<file path="config.mk">
export PLATFORM = sky130hd
export DESIGN_NAME = full_adder
export DESIGN_NICKNAME = d
export VERILOG_FILES = /design/src/rtl/full_adder.sv
export SDC_FILE = /design/constraint.sdc
export NUM_CORES = 1
export LEC_CHECK = 0
export CAP_MARGIN = 15
export CORE_AREA = 2 2 39 41
export DETAILED_ROUTE_END_ITERATION = 10
export DIE_AREA = 0 0 41 43
export PLACE_DENSITY = 0.33
export SLEW_MARGIN = 30
export SYNTH_ARGS = -nofsm -noshare
export SYNTH_HDL_FRONTEND = slang
export SYNTH_SLANG_ARGS = --single-unit
</file>
<file path="constraint.sdc">
create_clock -name clk -period 1.35 [get_ports clk]
set_clock_uncertainty 0.2 [all_clocks]
set_input_delay 0.27 -clock clk [delete_from_list [all_inputs] [get_ports clk]]
set_output_delay 0.27 -clock clk [all_outputs]
set_load 0.03 [all_outputs]
</file>
<file path="src/rtl/full_adder.sv">
// ---------------------------------------------------------------------------
// full_adder
//   Parameterised ripple-carry adder. It has two result paths:
//     * combinational: sum/cout follow a, b and cin with no clock involved
//     * registered:    sum_q/cout_q/out_valid capture the result one cycle
//                      after in_valid
//   Optional feature (define FULL_ADDER_STATS_EN):
//     adds cout_cnt, a 16-bit saturating count of valid carry-outs.
//   Reset is synchronous and active-low (rst_n sampled on the rising clk edge).
// ---------------------------------------------------------------------------
module full_adder #(
  parameter int unsigned WIDTH = 1  // operand width, 1..64
) (
  input  logic             clk,
  input  logic             rst_n,
  input  logic [WIDTH-1:0] a,
  input  logic [WIDTH-1:0] b,
  input  logic             cin,
  input  logic             in_valid,
  output logic [WIDTH-1:0] sum,
  output logic             cout,
  output logic [WIDTH-1:0] sum_q,
  output logic             cout_q,
  output logic             out_valid
`ifdef FULL_ADDER_STATS_EN
  ,
  output logic [15:0]      cout_cnt
`endif
);

  localparam logic [15:0] CNT_MAX = 16'hFFFF;

  logic [WIDTH-1:0] w_sum;
  logic             w_cout;

  logic [WIDTH-1:0] r_sum_q;
  logic             r_cout_q;
  logic             r_out_valid;

  // Ripple chain: each bit is a classic single-bit full adder whose carry
  // feeds the next bit up.
  always_comb begin : ripple
    logic w_c;
    // NOTE: a blocking carry variable inside always_comb threads the carry
    // bit-to-bit within one evaluation; every output gets a value on every
    // pass, so no latch is inferred.
    w_c   = cin;
    w_sum = '0;
    for (int i = 0; i < int'(WIDTH); i++) begin
      w_sum[i] = a[i] ^ b[i] ^ w_c;
      w_c      = (a[i] & b[i]) | (a[i] & w_c) | (b[i] & w_c);
    end
    w_cout = w_c;
  end

  assign sum  = w_sum;
  assign cout = w_cout;

  // Registered result path: capture on in_valid, otherwise hold the data
  // and drop the valid flag.
  always_ff @(posedge clk) begin
    // NOTE: reset is synchronous here, so it sits inside the clocked branch
    // and only acts on a rising edge; the sensitivity list has clk alone.
    if (!rst_n) begin
      r_sum_q     <= '0;
      r_cout_q    <= 1'b0;
      r_out_valid <= 1'b0;
    end else if (in_valid) begin
      // NOTE: non-blocking assignments make every flop sample pre-edge
      // values, independent of statement order.
      r_sum_q     <= w_sum;
      r_cout_q    <= w_cout;
      r_out_valid <= 1'b1;
    end else begin
      r_out_valid <= 1'b0;
    end
  end

  assign sum_q     = r_sum_q;
  assign cout_q    = r_cout_q;
  assign out_valid = r_out_valid;

`ifdef FULL_ADDER_STATS_EN
  logic [15:0] r_cout_cnt;

  // Saturating count of carry-outs seen on accepted operand sets.
  always_ff @(posedge clk) begin
    if (!rst_n) begin
      r_cout_cnt <= '0;
    end else if (in_valid && w_cout && (r_cout_cnt != CNT_MAX)) begin
      r_cout_cnt <= r_cout_cnt + 16'd1;
    end
  end

  assign cout_cnt = r_cout_cnt;
`endif

endmodule

</file>
==> impl_metrics.tcl <==
set metrics [dict create \
    status "finished with violations" \
    violations "setup timing" \
    grt_start_max_net_pins 4 \
    syn_nets 16 \
    utilization_pct 19.4 \
    cts.sinks 3 \
    wl_met3_um 75 \
    clk_latency_ps 230 \
    cap_violations 0 \
    relSlewSlack_pct 91.9 \
    via_per_inst 2.95 \
    yosysMostFrequentCell "dfxtp_1" \
    pwr-share-comb_pct 26.4 \
    critical_path_class "input pin to primary output" \
    rsz0062_at_grt "yes" \
    pwr-share-seq_pct 28.2 \
    critPathBufInv 2 \
    async_flop_share_pct 0 \
    yosys_register_bits 3 \
    dieWidth_um 41 \
    die_y_um 43 \
    diodes 0 \
    p_int_mw 0.253 \
    grt_pass1_wl_um 448 \
    r2r-end "cout_q$_SDFFE_PN0P_" \
    critPathMaxFanout 2 \
    multiInputGateArea_um2 62.6 \
    area_delta_synth_final_pct 124 \
    synth.avg_cell_area_um2 13.3 \
    power_density_nw_per_um2 1300 \
    dr_wl_met2_um 88 \
    cp-start-kind "input pin" \
    ys_warn_count 0 \
    ys_top_cells_by_area "dfxtp_1, fa_1, mux2i_1" \
    stdcell_count 40 \
    gp_routability_congestion 0.603 \
    layout_setup_ws_ps -195 \
    p_clk_share_pct 45.4 \
    final.min_clock_period_ps 1540 \
    synth.cell_area_um2 120 \
    path_delay_family "adder cells" \
    maxSlewViolCount 0 \
    power.switching_mw 0.0961 \
    synth_area_leader_cell "dfxtp_1" \
    dr.max_layer_used "met3" \
    dp_cells 36 \
    fmaxAchievable_ghz 0.647 \
    holdPathStages 2 \
    critPathArrivalTime_ps 1070 \
    antenna_found_initial 0 \
    port-buffer-count 10 \
    layout.nets 32 \
    synthDistinctLibCells 5 \
    drc 0 \
    period_share_pct 114 \
    synth_flop_cell "dfxtp_1" \
    hold_viol 0 \
    reg2reg_from "cout_q$_SDFFE_PN0P_" \
    htreeDepth 1 \
    fillers 161 \
    critPathRequiredTime_ps 880 \
    cts.clk_slew.worst_paths_ps 40 \
    worst_slew_pin_slew_ps 118 \
    cp_common_cell "buf_6" \
    synth_top_area_share_pct 50.0 \
    hold_start "sum_q$_SDFFE_PN0P_" \
    placed_area_um2 240 \
    drive_gt1_share_pct 58.3 \
    endpoint_kind "primary output" \
    start_util_pct 8.68 \
    grt-ovfl-total 0 \
    ir_worst_vdd_mv 0.291 \
    final_area_um2 269 \
    tns_ps -209 \
    cts_inserted_buffers 3 \
    drt_iter0_drc 2 \
    clock_tree.root_cell "clkbuf_4" \
    drtAntennaViolNets 0 \
    cts_tree "done" \
    switching_share_pct 27.5 \
    dp_slack_ps -828 \
    clock_tree.buffer_depth 2 \
    track_usage_pct 4.52 \
    regArea_um2 60.1 \
    hp-class "register to register" \
    core_um2 1380 \
    post_cts_buffers 0 \
    io-pin-count 11 \
    rows 14 \
    synth_enable_flop_cells 0 \
    path_cells "buf_6 -> fa_2 -> buf_6" \
    seq_area_frac_synth_pct 50.0 \
    route.vias.total 118 \
    reg2reg_setup_slack_ps 560 \
    cp_slowest_cell "fa_2" \
    hold_path_end "sum_q$_SDFFE_PN0P_" \
    synthCells 9 \
    ff2ff_path_depth 2 \
    leakage_nw 0.121 \
    worstSetupPathDepth 3 \
    wl_met1_um 137 \
    routed_wl_um 301 \
    firstDrtPassIters 2 \
    critical_path.max_stage_delay_ps 580 \
    dieArea_um2 1760 \
    hold_buffers 0 \
    synth_common_cells "dfxtp_1, mux2i_1, nor2b_1, and2_2, fa_1" \
    finalSetupViolCount 2 \
    wl_per_cell_um 7.53 \
    first_global_vias 123 \
]
worst max-delay path by stage:
stage / from / end
floorplan: a / sum
global placement: a / cout
detailed placement: a / cout
CTS: cin / sum
global route: a / sum
finish: a / sum
power groups by stage:
stage	registers, mW	logic [mW]	clock network [mW]
final	0.0985	0.0921	0.159
after global routing	0.0991	0.0987	0.174
after CTS	0.0986	0.0897	0.170
after detailed placement	0.0999	0.0888	0
after global placement	0.0997	0.0884	0
after floorplan	0.112	0.0357	0
final cells by class:
class	instances	share of cell area, %
Timing Repair Buffer	11	37.2
Tap cell	16	7.44
Clock buffer	4	9.77
Sequential cell	3	22.3
Multi-Input combinational cell	6	23.3
state kept, by name, summed over array words and instances (netlist names):
register   flops
out_valid      1
cout_q         1
sum_q          1
metal layers:
layer / up-vias / GRT usage [%]
met2: 13 / 4.38
met5: - / 0
li1: 59 / -
met3: 0 / 6.81
met1: 46 / 3.87
met4: 0 / 4.00
cell families after synthesis:
logic type,synth area share [%]
simple gates,16.7
flops,50.0
mux,16.7
fa+ha+maj,16.7
worst register-to-register path, cell delays in order, from the launching register on:
cell and delay [ps]:
dfxtp_1 310, mux2i_1 120, nor2b_1 60
cells in the final DEF, fill, tap and decap left out:
cell type,n
and2_2,1
buf_2,1
buf_4,4
buf_6,4
clkbuf_1,1
clkbuf_4,3
clkdlybuf4s50_1,2
dfxtp_1,3
fa_2,1
mux2i_1,2
nor2b_1,2
repair_timing:
action / in CTS / in global routing
pin swaps: 1 / 1
setup endpoints to repair: 4 / 2
gates cloned: 0 / 0
gates resized for setup: 17 / 6
per-stage QoR:
stage / hold WS (ps) / total power [mW]
finish: 314 / 0.349
global route: 336 / 0.371
CTS: 320 / 0.359
detailed placement: 309 / 0.189
global placement: 299 / 0.188
floorplan: 198 / 0.148
(Power assumes the default switching activity.)
